`src/rtl/letc_timer.sv`:
```
// Machine timer: 64-bit mtime/mtimecmp behind a single-outstanding register bus,
// with a prescaled mtime tick and a registered (mtime >= mtimecmp) interrupt.
module letc_timer #(
  parameter int unsigned PRESCALE = 1
) (
  input  logic        i_clk,
  input  logic        i_rst,
  input  logic        i_req_valid,
  output logic        o_req_ready,
  input  logic        i_req_wen,
  input  logic [4:0]  i_req_addr,
  input  logic [31:0] i_req_wdata,
  input  logic [3:0]  i_req_wstrb,
  output logic        o_rsp_valid,
  input  logic        i_rsp_ready,
  output logic [31:0] o_rsp_rdata,
  output logic        o_rsp_error,
  output logic        o_timer_irq_pending
);

  localparam logic [0:0] ST_IDLE = 1'b0;
  localparam logic [0:0] ST_RESP = 1'b1;

  localparam logic [2:0] IDX_MTIME_LO    = 3'd0;
  localparam logic [2:0] IDX_MTIME_HI    = 3'd1;
  localparam logic [2:0] IDX_MTIMECMP_LO = 3'd2;
  localparam logic [2:0] IDX_MTIMECMP_HI = 3'd3;
  localparam logic [2:0] IDX_CTRL        = 3'd4;

  localparam int unsigned CNT_W = 16;
  localparam logic [CNT_W-1:0] CNT_LAST = CNT_W'(PRESCALE - 1);

  function automatic logic [31:0] merge_bytes(
    input logic [31:0] old_val,
    input logic [31:0] new_val,
    input logic [3:0]  strb
  );
    logic [31:0] res;
    res = old_val;
    for (int b = 0; b < 4; b++) begin
      if (strb[b]) res[8*b +: 8] = new_val[8*b +: 8];
    end
    return res;
  endfunction

  logic [0:0]       state_q, state_d;
  logic [63:0]      mtime_q, mtime_d;
  logic [63:0]      mtimecmp_q, mtimecmp_d;
  logic             enable_q, enable_d;
  logic [CNT_W-1:0] presc_cnt_q, presc_cnt_d;
  logic             irq_q, irq_d;
  logic [31:0]      rsp_rdata_q, rsp_rdata_d;
  logic             rsp_error_q, rsp_error_d;

  logic        accept;
  logic [2:0]  req_idx;
  logic        idx_legal;
  logic        wr_en;
  logic        wr_mtime_lo, wr_mtime_hi, wr_cmp_lo, wr_cmp_hi, wr_ctrl;
  logic        tick;
  logic [31:0] rd_val;
  logic        unused_addr_lsb;

  // Byte offset within a word carries no meaning on this bus.
  assign unused_addr_lsb = ^i_req_addr[1:0];

  assign accept    = i_req_valid && (state_q == ST_IDLE);
  assign req_idx   = i_req_addr[4:2];
  assign idx_legal = (req_idx <= IDX_CTRL);
  assign wr_en     = accept && i_req_wen && idx_legal;

  assign wr_mtime_lo = wr_en && (req_idx == IDX_MTIME_LO);
  assign wr_mtime_hi = wr_en && (req_idx == IDX_MTIME_HI);
  assign wr_cmp_lo   = wr_en && (req_idx == IDX_MTIMECMP_LO);
  assign wr_cmp_hi   = wr_en && (req_idx == IDX_MTIMECMP_HI);
  assign wr_ctrl     = wr_en && (req_idx == IDX_CTRL);

  assign tick = enable_q && (presc_cnt_q == CNT_LAST);

  // Read data always reflects pre-edge register contents.
  always_comb begin
    rd_val = 32'd0;
    case (req_idx)
      IDX_MTIME_LO:    rd_val = mtime_q[31:0];
      IDX_MTIME_HI:    rd_val = mtime_q[63:32];
      IDX_MTIMECMP_LO: rd_val = mtimecmp_q[31:0];
      IDX_MTIMECMP_HI: rd_val = mtimecmp_q[63:32];
      IDX_CTRL:        rd_val = {31'd0, enable_q};
      default:         rd_val = 32'd0;
    endcase
  end

  always_comb begin
    state_d = state_q;
    case (state_q)
      ST_IDLE: if (i_req_valid) state_d = ST_RESP;
      ST_RESP: if (i_rsp_ready) state_d = ST_IDLE;
      default: state_d = ST_IDLE;
    endcase
  end

  always_comb begin
    rsp_rdata_d = rsp_rdata_q;
    rsp_error_d = rsp_error_q;
    if (accept) begin
      rsp_rdata_d = (!i_req_wen && idx_legal) ? rd_val : 32'd0;
      rsp_error_d = !idx_legal;
    end
  end

  always_comb begin
    presc_cnt_d = presc_cnt_q;
    if (enable_q) begin
      presc_cnt_d = tick ? '0 : presc_cnt_q + 1'b1;
    end
  end

  // A bus write to either mtime half overrides the tick for that edge.
  always_comb begin
    mtime_d = mtime_q;
    if (wr_mtime_lo) begin
      mtime_d = {mtime_q[63:32], merge_bytes(mtime_q[31:0], i_req_wdata, i_req_wstrb)};
    end else if (wr_mtime_hi) begin
      mtime_d = {merge_bytes(mtime_q[63:32], i_req_wdata, i_req_wstrb), mtime_q[31:0]};
    end else if (tick) begin
      mtime_d = mtime_q + 64'd1;
    end
  end

  always_comb begin
    mtimecmp_d = mtimecmp_q;
    if (wr_cmp_lo) begin
      mtimecmp_d[31:0] = merge_bytes(mtimecmp_q[31:0], i_req_wdata, i_req_wstrb);
    end
    if (wr_cmp_hi) begin
      mtimecmp_d[63:32] = merge_bytes(mtimecmp_q[63:32], i_req_wdata, i_req_wstrb);
    end
  end

  always_comb begin
    enable_d = enable_q;
    if (wr_ctrl && i_req_wstrb[0]) enable_d = i_req_wdata[0];
  end

  assign irq_d = (mtime_q >= mtimecmp_q);

  always_ff @(posedge i_clk or posedge i_rst) begin
    if (i_rst) begin
      state_q     <= ST_IDLE;
      mtime_q     <= 64'd0;
      mtimecmp_q  <= {64{1'b1}};
      enable_q    <= 1'b0;
      presc_cnt_q <= '0;
      irq_q       <= 1'b0;
      rsp_rdata_q <= 32'd0;
      rsp_error_q <= 1'b0;
    end else begin
      state_q     <= state_d;
      mtime_q     <= mtime_d;
      mtimecmp_q  <= mtimecmp_d;
      enable_q    <= enable_d;
      presc_cnt_q <= presc_cnt_d;
      irq_q       <= irq_d;
      rsp_rdata_q <= rsp_rdata_d;
      rsp_error_q <= rsp_error_d;
    end
  end

  assign o_req_ready         = (state_q == ST_IDLE);
  assign o_rsp_valid         = (state_q == ST_RESP);
  assign o_rsp_rdata         = rsp_rdata_q;
  assign o_rsp_error         = rsp_error_q;
  assign o_timer_irq_pending = irq_q;

endmodule

```
`config.mk`:
```
export PLATFORM = sky130hd
export DESIGN_NAME = letc_timer
export DESIGN_NICKNAME = d
export VERILOG_FILES = /design/src/rtl/letc_timer.sv
export SDC_FILE = /design/constraint.sdc
export NUM_CORES = 1
export LEC_CHECK = 0
export ABC_AREA = 1
export ABC_CLOCK_PERIOD_IN_PS = 7500
export BUFFER_PORTS_ARGS = -buffer_cell sky130_fd_sc_hd__buf_2
export CORE_UTILIZATION = 25
export DETAILED_ROUTE_END_ITERATION = 8
export PLACE_DENSITY_LB_ADDON = 0.1
export SLEW_MARGIN = 40
export SYNTH_ARGS = -nofsm -noshare
export SYNTH_HDL_FRONTEND = slang
export SYNTH_SLANG_ARGS = --single-unit
```
`constraint.sdc`:
```
create_clock -name i_clk -period 7.5 [get_ports i_clk]
set_input_delay 1.125 -clock i_clk [delete_from_list [all_inputs] [get_ports i_clk]]
set_output_delay 1.125 -clock i_clk [all_outputs]
set_load 0.005 [all_outputs]
```
**After elaboration in Yosys (flattened, before gate mapping)**

Cells that the tools add are included.

- Logic and storage cells: 87
- Input bits: 46
- Register bits after elaboration: 180
- Output and inout port bits: 36

- Bitwise logic cells: 2
- Equality and inequality tests: 13
- Mux-type cells: 13
- Reductions and logical operators: 33
- Add/sub/neg operators: 2
- Magnitude comparators: 2

Operator list:

| cell | count |
|---|---|
| case mux 32 bit (5 select lines) | 1 |
| two-way mux 64 bit | 2 |
| adder 64 x 1 -> 64 bit, second input constant | 1 |
| greater-or-equal comparator 64 bit | 1 |
| two-way mux 32 bit | 2 |
| two-way mux 8 bit | 4 |
| AND reduction 3 bit | 8 |
| inequality test 2 bit, second input constant | 9 |
| adder 16 x 1 -> 16 bit, second input constant | 1 |
| logical NOT 16 bit | 1 |
| two-way mux 16 bit | 1 |
| AND reduction 2 bit | 8 |
| logical AND 1 bit | 11 |
| == test 3 x 2 -> 1 bit, second input constant | 2 |
| nonzero test 2 bit | 2 |
| == test 3 x 1 -> 1 bit, second input constant | 1 |
| == test 3 bit, second input constant | 1 |
| <= comparator 3 bit, second input constant | 1 |
| logical NOT 3 bit | 1 |
| logical NOT 1 bit | 2 |
| two-way mux 1 bit | 2 |
| NOT 1 bit | 2 |
| case mux 1 bit (2 select lines) | 1 |

**Longest topological paths before layout**

Gate-level depths: netlist of run 1.

- Word-level depth: 7
- Depth in mapped cells: 15
- Gate-level depth less buffers: 15

**Worst setup path after synthesis of run 1**

No wires, ideal clock.

- Path kind: in2reg
- From: input port i_req_valid
- To: register mtime_q[25]
- Setup time: 0.117 ns
- Stages on the path: 11
- Arrival time: 2.218 ns
- Slack: 5.165 ns
- Buffers on the path: 2
- Data required time: 7.383 ns
- Path through: inv_1 > nor2_1 > nand2_1 > nor2_4 > nand2_2 > buf_6 > a21oi_4 > buf_4 > nand2_1 > nand2_1 > nand2_1

- Word-level cells in the longest chain between the ends: 6
- Elaborated cells on any way between the ends: 10
- Classes of those cells: eq/ne (2); mux (1); reduce/logical (7)

Ends and longest elaborated chain:

| what | line | text |
|---|---|---|
| from (decl) | 8 | `input logic i_req_valid,` |
| logical AND 1 bit * | 67 | `assign accept = i_req_valid && (state_q == ST_IDLE);` |
| logical AND 1 bit * (2 in series) | 70 | `assign wr_en = accept && i_req_wen && idx_legal;` |
| logical AND 1 bit (on tied branches) | 72, 73 |  |
| inequality test 2 bit (no source line) or nonzero test 2 bit (tied branches) | - |  |
| AND reduction 3 bit (no source line) | - |  |
| to (signal assigned) | 159 | `mtime_q <= mtime_d;` |
| to (decl) | 47 | `logic [63:0] mtime_q, mtime_d;` |

Every way passes the cells marked *; elsewhere a longest branch is shown, timed or not.
A chain may end at the register's enable or synchronous reset.

**Worst setup path in the final report of run 1**

- From: input port i_req_addr[2]
- To: register mtime_q[56]

- Word-level cells in the longest chain between the ends: 5
- Elaborated cells on any way between the ends: 11
- Classes of those cells: order compare (1); eq/ne (2); mux (1); bitwise (1); reduce/logical (6)

Ends and longest elaborated chain:

| what | line | text |
|---|---|---|
| from (decl) | 11 | `input logic [4:0] i_req_addr,` |
| <= comparator 3 bit | 69 | `assign idx_legal = (req_idx <= IDX_CTRL);` |
| logical AND 1 bit | 70 |  |
| logical AND 1 bit (on tied branches) | 73, 72 |  |
| inequality test 2 bit (no source line) (tied with other cells) | - |  |
| AND reduction 3 bit (no source line) | - |  |

Several ways; a longest one is shown, not always the timed one. The select of a mux whose other input is x is not followed.

==> Flow_metrics.wiki, run 1 <==
{| class="wikitable"
! Metric !! Value
|-
| Number of primary I/O pins || 82
|-
| Clock sinks || 180
|-
| Timing-limited maximum frequency || around 270 MHz
|-
| Source-to-sink clock delay at the later pin of the worst-skew pair || 0.51 ns
|-
| WP data arrival || 4.17 ns
|-
| Yosys synthesis warning count || 0
|-
| Pwr dens || 230 nW/um2
|-
| Category of the most critical setup path || input pin to register
|-
| Final WS setup || about 3.8 ns
|-
| Placement-stage worst setup slack || 3.23 ns
|-
| Status || completed
|-
| Fin area || 14300 um2
|-
| Time the worst path needs with I/O delays and setup || 3.73 ns
|-
| Core Area || 50000 um2
|-
| Resize count post-CTS || 0
|-
| Number of antenna violations at the first check in global routing || 0
|-
| Largest driver fanout on the critical path || 77
|-
| Estimated wirelength of the detail-placed design || 40300 um
|-
| Number of flops mapped to enable cells by yosys || 0
|-
| Number of CTS-inserted buffers || 17
|-
| Post-synthesis instance area || 12600 um2
|-
| Clk root buf || sky130_fd_sc_hd__clkbuf_16
|-
| Worst Skew || 0.0144 ns
|-
| Cell count after synthesis || around 1900
|-
| Share of final-layout standard cells stronger than drive strength 1 || 0.112
|-
| Ys async rst share || 1.00
|-
| Synthesized Nets || 1995
|-
| Post-DR vias/cell || between 4 and 5
|-
| Endpoints failing hold || 0
|-
| Max IR drop VDD || between 0.15 and 0.2 mV
|-
| Worst R2R Setup Slack || between 4 and 5 ns
|-
| Setup Viol. Count Final || 0
|-
| Slew Limit Fails || 0
|-
| Drt pass-1 iters || 5
|-
| Average routed wire per standard cell || 19.8 um
|-
| Final wirelength || around 52000 um
|-
| Number of nets still failing antenna checks after routing || 0
|-
| Share of the synthesized area in the top cell type || 0.230
|-
| Worst path cell trace || buf_2, inv_1, nor2_1, nand2_2, inv_2, nand2_4, buf_6, inv_1, nand2_1, nand3_2, nor2_1, nand2_1, nand2_1
|-
| Share of the yosys chip area belonging to registers || 0.363
|-
| Dominant cells by area after synthesis || sky130_fd_sc_hd__dfrtp_1, sky130_fd_sc_hd__nand2_1, sky130_fd_sc_hd__dfstp_2, sky130_fd_sc_hd__inv_1, sky130_fd_sc_hd__ha_1
|-
| Critical register-to-register path startpoint || o_rsp_valid
|-
| Slew @ Worst Pin || 0.802 ns
|-
| CP Data Required Time || ~7.9 ns
|-
| Clock tree from TritonCTS || built
|-
| Clock Tree Buf Depth || 2
|-
| Avg Inst Size Synth || 6.71 um2
|-
| Max-Slew Margin vs Limit || 0.464
|-
| Dominant synthesized flop cell || sky130_fd_sc_hd__dfrtp_1
|-
| R2R depth || 7
|-
| Largest incremental delay on the critical path || roughly 0.5 ns
|-
| Min-Delay Startpoint || presc_cnt_q[15]
|-
| Die X-Extent || 227 um
|-
| Total die area || between 50000 and 60000 um2
|-
| Cells on Worst Hold Path || 1
|-
| Crit. End Element || register
|-
| N_diodes || 0
|-
| Number of buffers inserted for hold repair after clock tree synthesis || 0
|-
| Initial cell density of the core || 0.253
|-
| Most frequent cells in the layout || sky130_fd_sc_hd__nand2_1, sky130_fd_sc_hd__inv_1, sky130_fd_sc_hd__nor2_1
|-
| Initial drt markers || 864
|-
| Row Count || 82
|-
| Placer Congestion || about 0.9
|-
| Sum Neg Setup Slack || 0 ns
|-
| Final period utilization || 0.497
|-
| Unrepaired setup endpoints after global routing || false
|-
| Vias in the first global route || 11800
|-
| Buffers added on ports || 79
|-
| Unique masters post-synth || 43
|-
| Largest delay contributor family on the critical path || simple AND/OR/NAND/NOR gates
|-
| Global-route congestion overflow total || 0
|-
| Slowest stage cell on the critical path || sky130_fd_sc_hd__buf_6
|-
| WP buf/inv || 5
|-
| DRC Markers || 0
|-
| Classification of the worst-slack hold path || register to register
|-
| Setup Buffers After CTS || 0
|-
| Global-route wire length before repair || between 70000 and 80000 um
|-
| Sort of element at the start of the critical path || input pin
|-
| Leading cell type in the layout, fill and taps excluded || sky130_fd_sc_hd__nand2_1
|-
| Number of max-cap violations || 0
|-
| Terminating pin of the worst hold path || presc_cnt_q[15]
|-
| Nets || 2051
|-
| Die H || 227 um
|-
| Most common cell type on the critical path || sky130_fd_sc_hd__nand2_1
|-
| Worst-path clk slew || 0.08 ns
|-
| Flop and latch count out of synthesis || 180
|-
| Library cell with the largest summed area after synthesis || sky130_fd_sc_hd__dfrtp_1
|-
| Largest net degree at the start of global routing || 92
|-
| Area after detailed placement || 13700 um2
|-
| Vias post-DR || 12200
|-
| Layout Utilization || 0.286
|-
| Endpoint of the worst register-to-register path || mtimecmp_q[59]
|-
| Leakage power figure || between 6 and 7 nW
|-
| GR Util All Layers || 0.211
|-
| Synth-to-layout area growth || 12.9%
|-
| CTS H-tree lvls || 4
|}
metrics by stage:
step	total power, mW	instances	hold WS [ns]
2_1_floorplan	1.97	1882	0.446
3_3_place_gp	2.34	2591	0.461
4_1_cts	3.34	2623	0.481
3_5_place_dp	2.36	2591	0.466
5_1_grt	3.54	2623	0.505
6_report	3.29	2623	0.478
state kept, by name (all words and copies together), names as in the netlist:
register	flops
mtime_q	64
o_rsp_valid	1
o_rsp_rdata	32
presc_cnt_q	16
enable_q	1
o_rsp_error	1
o_timer_irq_pending	1
mtimecmp_q	64
per-layer routing:
metal	global-route usage	share of wire	wire length, um
met5	0	0	0
met4	0.0669	0.022	1150
met3	0.0363	0.038	1950
met2	0.337	0.46	23800
met1	0.286	0.48	25000
power breakdown:
part	switching [mW]	internal (mW)	leakage, nW	total [mW]
sequential	0.217	1.14	2.17	1.36
combinational	0.634	0.338	4.27	0.972
clock	0.485	0.472	0.285	0.957
cell families after synthesis:
logic type / share of synthesized area
compound gates: 0.128
xor+xnor: 0.0118
fa+ha+maj: 0.0664
buf+inv: 0.0988
flops: 0.363
simple gates: 0.332
worst register-to-register path: stages (launching register included):
cell and delay (ns):
sky130_fd_sc_hd__dfrtp_1 0.39, sky130_fd_sc_hd__inv_1 0.12, sky130_fd_sc_hd__nand2_4 0.27, sky130_fd_sc_hd__nor2_1 0.24, sky130_fd_sc_hd__o21ai_0 0.20, sky130_fd_sc_hd__nor2_1 0.42, sky130_fd_sc_hd__nand2_1 0.56, sky130_fd_sc_hd__o21ai_0 0.39
how the worst max path moves through the flow:
| stage | start | to | slack, ns | cells past startpoint |
|---|---|---|---|---|
| floorplan | i_rst | enable_q | 1.59 | 1 |
| global route | i_req_addr[2] | mtime_q[57] | 3.49 | 13 |
| global placement | i_req_addr[2] | mtime_q[58] | 3.01 | 13 |
| CTS | i_req_addr[2] | mtime_q[56] | 3.79 | 13 |
| detailed placement | i_req_addr[2] | mtime_q[61] | 3.23 | 13 |
| finish | i_req_addr[2] | mtime_q[56] | 3.77 | 13 |
cells in the mapped netlist, drive strengths merged, types with 16 or more instances:
cell,number
a21oi,48
buf,23
clkbuf,26
dfrtp,116
dfstp,64
ha,67
inv,261
nand2,649
nand3,84
nand3b,16
nand4,23
nor2,228
o21ai,171
o22ai,40
final cells by class:
type | instances | area [um2]
Clock inverter | 15 | 166
Tap cell | 672 | 841
Sequential cell | 180 | 4580
Fill cell | 5625 | 35700
Multi-Input combinational cell | 1392 | 6810
Timing Repair Buffer | 86 | 452
Inverter | 261 | 990
Clock buffer | 17 | 425
No activity file was read; power rests on OpenSTA's default activity.
==> run 2, diff against run 1 <==
- ABC_AREA: 1 -> 0
- ABC_CLOCK_PERIOD_IN_PS: 7500 -> 3400
- clock period: 7.5 -> 3.4 ns (I/O delays scaled with it)
==> run 2 against run 1 <==
Sequential share of layout area rose by 2.5 points. Final area down 7.2%. Combinational power is 48% higher. Synthesized cell count shrank 34%. Die area decreased by 10%. Critical endpoint is now mtime_q[62].
==> Flow_metrics.wiki, run 2 <==
{| class="wikitable"
! Metric !! Value
|-
| Min-Delay Startpoint || i_rsp_ready
|-
| Number of max-cap violations || 0
|-
| Largest incremental delay on the critical path || 0.58 ns
|-
| Unrepaired setup endpoints after global routing || false
|-
| Number of placed instances with taps included || 1901
|-
| N_diodes || 0
|-
| GR Util All Layers || 0.195
|-
| Largest net degree at the start of global routing || between 90 and 100
|-
| Drt pass-1 iters || 5
|-
| Time the worst path needs with I/O delays and setup || between 2 and 3 ns
|-
| Nets || approximately 1400
|-
| Ys async rst share || 1.00
|-
| Setup Viol. Count Final || 0
|-
| Worst Skew || 0.0143 ns
|-
| Clock Tree Buf Depth || 2
|-
| Avg Inst Size Synth || roughly 9.1 um2
|-
| Worst R2R Setup Slack || 0.57 ns
|-
| Sort of element at the start of the critical path || register
|-
| Clock power frac || 0.340
|-
| Initial drt markers || 540
|-
| Area occupied by multi-input gates || 6240 um2
|-
| Dominant cells by area after synthesis || sky130_fd_sc_hd__dfrtp_1, sky130_fd_sc_hd__dfstp_2, sky130_fd_sc_hd__ha_1, sky130_fd_sc_hd__mux2_2, sky130_fd_sc_hd__o21ai_0
|-
| Number of primary I/O pins || 82
|-
| Pwr dens || between 400 and 500 nW/um2
|-
| Total die area || roughly 46000 um2
|-
| CTS H-tree lvls || 4
|-
| Flop and latch count out of synthesis || 180
|-
| Largest driver fanout on the critical path || 9
|-
| Vias in the first global route || 10100
|-
| Seq. cell area || 4580 um2
|-
| Final period utilization || 0.833
|-
| Placer Congestion || 0.864
|-
| Synthesized Nets || 1361
|-
| Dominant synthesized flop cell || sky130_fd_sc_hd__dfrtp_1
|-
| Number of CTS-inserted buffers || 17
|-
| Switching component of the power || 2.18 mW
|-
| Worst path cell trace || ha_1, nand3_4, nor2_1, nand4_1, nor4_1, mux2i_1, o211ai_1
|-
| Buffers added on ports || 79
|-
| Estimated wirelength of the detail-placed design || between 30000 and 40000 um
|-
| Fin area || 13200 um2
|-
| Most frequent cells in the layout || sky130_fd_sc_hd__nand2_1, sky130_fd_sc_hd__dfrtp_1, sky130_fd_sc_hd__o21ai_0
|-
| Status || completed
|-
| Unique masters post-synth || 76
|-
| Final wirelength || 43200 um
|-
| Post-DR vias/cell || 5.21
|-
| Share of the synthesized area in the top cell type || 0.256
|-
| Library cell with the largest summed area after synthesis || sky130_fd_sc_hd__dfrtp_1
|-
| Timing-limited maximum frequency || 353 MHz
|-
| Initial cell density of the core || 0.255
|-
| Clock sinks || 180
|-
| Yosys synthesis warning count || 0
|-
| Vias post-DR || 10100
|-
| Logic pwr share || 0.222
|-
| Worst hold margin || 0.220 ns
|-
| Core Area || 44500 um2
|-
| Category of the most critical setup path || register to register
|-
| Synth-to-layout area growth || 16.8%
|-
| Most numerous cell in the Yosys netlist || sky130_fd_sc_hd__nand2_1
|-
| Slew @ Worst Pin || 0.803 ns
|-
| Slowest stage cell on the critical path || sky130_fd_sc_hd__nor4_1
|-
| Resize count post-CTS || 0
|-
| Internal power || around 4.3 mW
|-
| Classification of the worst-slack hold path || input pin to register
|-
| Count of non-filler cells in the finished layout || between 1500 and 2000
|-
| Post-synthesis instance area || 11300 um2
|-
| Slew Limit Fails || 0
|-
| Global-route wire length before repair || 66800 um
|-
| Sum Neg Setup Slack || 0 ns
|-
| Die H || between 200 and 250 um
|-
| Number of flops mapped to enable cells by yosys || 0
|-
| Row Count || slightly below 80
|-
| Terminating pin of the worst hold path || o_rsp_valid
|-
| R2R depth || 7
|-
| Fillcell total || 4809
|-
| CP Data Required Time || 3.77 ns
|-
| Leakage power figure || ~5.4 nW
|-
| Leading post-synthesis cells by instance count || sky130_fd_sc_hd__nand2_1, sky130_fd_sc_hd__dfrtp_1, sky130_fd_sc_hd__o21ai_0
|-
| Power share of the sequential group || 0.438
|-
| Global-route congestion overflow total || 0
|-
| Worst-path clk slew || 0.07 ns
|-
| Number of antenna violations at the first check in global routing || 0
|-
| Endpoint of the worst register-to-register path || mtime_q[62]
|-
| Cell count after synthesis || 1248
|-
| DRC Markers || 0
|-
| WP data arrival || ~3.2 ns
|-
| Critical register-to-register path startpoint || mtime_q[1]
|-
| Max-Slew Margin vs Limit || 0.460
|-
| Switching part of the total power || 0.336
|-
| Endpoints failing hold || 0
|-
| Clock tree from TritonCTS || built
|-
| Clk root buf || sky130_fd_sc_hd__clkbuf_16
|-
| Cells on Worst Hold Path || 2
|-
| Share of the yosys chip area belonging to registers || 0.404
|-
| Share of final-layout standard cells stronger than drive strength 1 || 0.233
|-
| Source-to-sink clock delay at the later pin of the worst-skew pair || about 0.5 ns
|-
| Overall power || approximately 6.5 mW
|-
| Leading cell type in the layout, fill and taps excluded || sky130_fd_sc_hd__nand2_1
|-
| Crit. End Element || register
|-
| Die X-Extent || 215 um
|-
| Setup crit start || mtime_q[1]
|-
| Number of nets still failing antenna checks after routing || 0
|-
| Area after detailed placement || 12600 um2
|-
| Max IR drop VDD || between 0.3 and 0.4 mV
|-
| Average routed wire per standard cell || 22.3 um
|}
-- run 2: cell types whose count changed after synthesis, sizes merged, moves of 25 or more --
cell | before | now
a21oi | 48 | 93
inv | 261 | 78
o22ai | 40 | 15
o21ai | 171 | 106
a22o | 0 | 37
mux2 | 0 | 65
nor2 | 228 | 59
nand3 | 84 | 56
nand2 | 649 | 135
a221oi | 0 | 32
-- run 2: layout make-up --
cell class,count,share of cell area
multi-input combinational,926,0.471
sequential,180,0.346
timing repair buffer,126,0.0576
tap,592,0.0559
clock buffer,21,0.0355
inverter,78,0.0224
clock inverter,11,0.0114
-- run 2: kinds of logic after synthesis --
family / count (synthesis) / synth area share
adder cells (fa/ha/maj): 67 / 0.0739
AND/OR/NAND/NOR: 418 / 0.192
buffers and inverters: 142 / 0.0478
AO/OA/AOI/OAI: 359 / 0.203
flip-flops: 180 / 0.404
multiplexers: 68 / 0.0683
XOR/XNOR: 14 / 0.0108
-- run 2: worst max-delay path by stage --
stage             endpoint  slack, ns
6_report       mtime_q[62]       0.57
3_5_place_dp   mtime_q[13]       0.54
4_1_cts        mtime_q[42]       0.64
5_1_grt        mtime_q[43]       0.47
3_3_place_gp    mtime_q[3]       0.60
2_1_floorplan     enable_q       0.63
-- run 2: per-stage QoR --
step           setup WS (ns)   util
2_1_floorplan          0.634      -
3_3_place_gp           0.598  0.283
5_1_grt                0.469  0.298
4_1_cts                0.640  0.298
3_5_place_dp           0.536  0.283
6_report               0.569  0.298
-- run 2: critical path: cells and delay by family, from the launching register on --
family,cells,cell delay [ns]
compound gates,1,0.10
simple gates,4,1.52
flops,1,0.52
mux,1,0.24
fa+ha+maj,1,0.32
-- run 2: power by group through the flow --
stage          registers, mW  logic (mW)  clock network, mW
2_1_floorplan           2.75       0.964                  0
4_1_cts                 2.84        1.46               2.30
5_1_grt                 2.89        1.64               2.38
3_5_place_dp            2.88        1.45                  0
6_report                2.84        1.44               2.20
3_3_place_gp            2.87        1.43                  0
-- run 2: timing repair --
action	4_1_cts	5_1_grt
hold buffers	1	0
endpoints found under the hold margin	4	0
setup endpoints to repair	0	0
buffers inserted	0	0
-- run 2: layer usage --
metal,global-route usage,wire [um],part of all wire,vias up
li1,-,-,-,4821
met1,0.272,21200,0.49,5040
met2,0.300,19700,0.46,173
met3,0.0371,1320,0.031,38
met4,0.0617,876,0.020,0
met5,0,0,0,-
==> run 3, diff against run 2 <==
- ABC_CLOCK_PERIOD_IN_PS: 3400 -> 2520
- clock period: 3.4 -> 2.52 ns (I/O delays scaled with it)
==> run 3 against run 2 <==
Routed wire length rose by 2.1%. Via count rose by 4.5%. Sequential power rose by 30%. Flip-flop and latch count did not move. Critical path type unchanged. Largest cell class unchanged.
==> Flow_metrics.wiki, run 3 (synthesis gave the netlist of run 2 again) <==
{| class="wikitable"
! Metric !! Value
|-
| Max IR drop VDD || 0.358 mV
|-
| Core Area || 44500 um2
|-
| Leakage power figure || between 5 and 6 nW
|-
| Pwr dens || 619 nW/um2
|-
| Max-Slew Margin vs Limit || 0.460
|-
| Vias post-DR || between 10000 and 15000
|-
| Leading cell type in the layout, fill and taps excluded || sky130_fd_sc_hd__buf_4
|-
| Endpoints failing hold || 0
|-
| Count of non-filler cells in the finished layout || 2045
|-
| Most common cell type on the critical path || sky130_fd_sc_hd__a21oi_1
|-
| Global-route wire length before repair || 67200 um
|-
| Total die area || 46200 um2
|-
| Largest net degree at the start of global routing || approximately 50
|-
| Clock Tree Buf Depth || 2
|-
| Post-DR vias/cell || 5.15
|-
| Slowest stage cell on the critical path || sky130_fd_sc_hd__dfrtp_2
|-
| Setup Buffers After CTS || 0
|-
| Largest incremental delay on the critical path || 0.43 ns
|-
| Initial cell density of the core || 0.255
|-
| Slew @ Worst Pin || 0.808 ns
|-
| Source-to-sink clock delay at the later pin of the worst-skew pair || 0.50 ns
|-
| Fin area || 14200 um2
|-
| Average routed wire per standard cell || around 22 um
|-
| R2R depth || 9
|-
| Sum Neg Setup Slack || 0 ns
|-
| Final period utilization || 0.975
|-
| Crit. End Element || register
|-
| Share of final-layout standard cells stronger than drive strength 1 || 0.296
|-
| Clk root buf || sky130_fd_sc_hd__clkbuf_16
|-
| N_diodes || 0
|-
| Largest delay contributor family on the critical path || compound AO/OA/AOI/OAI gates
|-
| DRC Markers || 0
|-
| Synth-to-layout area growth || 25.2%
|-
| Unrepaired setup endpoints after global routing || true
|-
| Number of nets still failing antenna checks after routing || 0
|-
| Cells on Worst Hold Path || 2
|-
| Largest driver fanout on the critical path || 5
|-
| Overall power || 8.79 mW
|-
| Classification of the worst-slack hold path || input pin to register
|-
| Die H || between 200 and 250 um
|-
| CP Data Required Time || 2.87 ns
|-
| Nets || 1553
|-
| Number of placed instances with taps included || a little over 2000
|-
| Worst Skew || 0.0145 ns
|-
| Row Count || 77
|-
| Terminating pin of the worst hold path || o_rsp_valid
|-
| Number of CTS-inserted buffers || 17
|-
| Die X-Extent || about 210 um
|-
| Clock sinks || 180
|-
| Initial drt markers || 783
|-
| Slew Limit Fails || 0
|-
| Setup Viol. Count Final || 0
|-
| Status || completed
|-
| Worst R2R Setup Slack || roughly 0.063 ns
|-
| Sort of element at the start of the critical path || register
|-
| Min-Delay Startpoint || i_rsp_ready
|-
| Number of primary I/O pins || 82
|-
| Critical register-to-register path startpoint || mtime_q[0]
|-
| Fillcell total || 4743
|-
| Worst-path clk slew || 0.07 ns
|-
| WP buf/inv || 2
|-
| Endpoint of the worst register-to-register path || o_timer_irq_pending
|-
| Layout Utilization || 0.319
|-
| Global-route congestion overflow total || 0
|-
| Category of the most critical setup path || register to register
|-
| Buffers added on ports || 79
|-
| Placement-stage worst setup slack || 0.00695 ns
|-
| Number of antenna violations at the first check in global routing || 0
|-
| Time the worst path needs with I/O delays and setup || 2.46 ns
|-
| Final wirelength || 44100 um
|-
| Most frequent cells in the layout || sky130_fd_sc_hd__buf_4, sky130_fd_sc_hd__nand2_1, sky130_fd_sc_hd__dfrtp_1
|-
| Final WS setup || around 0.063 ns
|-
| Placer Congestion || 0.895
|-
| CTS H-tree lvls || 4
|-
| Area after detailed placement || about 14000 um2
|-
| Clock tree from TritonCTS || built
|-
| Number of max-cap violations || 0
|-
| WP data arrival || 2.81 ns
|-
| Worst hold margin || around 0.09 ns
|-
| GR Util All Layers || 0.196
|-
| Estimated wirelength of the detail-placed design || 34200 um
|-
| Vias in the first global route || 10300
|-
| Worst path cell trace || inv_1, ha_1, nand2b_1, a211o_1, a21oi_1, o21ai_0, a21oi_1, buf_4, o211ai_1
|-
| Timing-limited maximum frequency || 407 MHz
|-
| Drt pass-1 iters || 6
|}
-- run 3: final cells by class --
class                   instances  area [um2]  area share
inverters                      78         297      0.0209
well taps                     592         741      0.0522
clock inverters                 6        45.0     0.00317
clock buffers                  26         509      0.0359
flip-flops and latches        180        4590       0.323
repair buffers                237        1690       0.119
multi-input cells             926        6320       0.445
-- run 3: repair_timing --
action / CTS / global route
endpoints found under the hold margin: 7 / 0
endpoints found under the setup margin: 1 / 12
pin swaps: 0 / 9
resized for setup: 1 / 12
hold buffers: 1 / 0
-- run 3: worst max path at each step --
| stage | startpoint | endpoint | slack [ns] | cells past startpoint |
|---|---|---|---|---|
| after detailed placement | mtime_q[0] | mtime_q[42] | 0.007 | 7 |
| after global placement | mtime_q[0] | mtime_q[42] | 0.04 | 7 |
| after CTS | mtime_q[0] | mtime_q[42] | 0.02 | 7 |
| after global routing | mtime_q[0] | mtime_q[43] | -0.02 | 9 |
| after floorplan | i_rst | enable_q | -0.11 | 1 |
| final | mtime_q[0] | o_timer_irq_pending | 0.06 | 9 |
-- run 3: worst reg2reg max path, stage by stage, from the launching register on --
cell and delay (ns):
sky130_fd_sc_hd__dfrtp_2 0.43, sky130_fd_sc_hd__inv_1 0.09, sky130_fd_sc_hd__ha_1 0.29, sky130_fd_sc_hd__nand2b_1 0.16
sky130_fd_sc_hd__a211o_1 0.31, sky130_fd_sc_hd__a21oi_1 0.23, sky130_fd_sc_hd__o21ai_0 0.25, sky130_fd_sc_hd__a21oi_1 0.25
sky130_fd_sc_hd__buf_4 0.18, sky130_fd_sc_hd__o211ai_1 0.13
-- run 3: routing by layer --
layer / GRT usage / vias to the layer above / part of all wire
met5: 0 / - / 0
li1: - / 5061 / -
met4: 0.0552 / 0 / 0.016
met2: 0.312 / 220 / 0.46
met1: 0.270 / 5213 / 0.49
met3: 0.0347 / 34 / 0.034
-- run 3: power breakdown --
group / internal (mW) / switching (mW)
sequential: 3.37 / 0.328
clock: 1.39 / 1.29
combinational: 1.06 / 1.36
total: 5.82 / 2.97
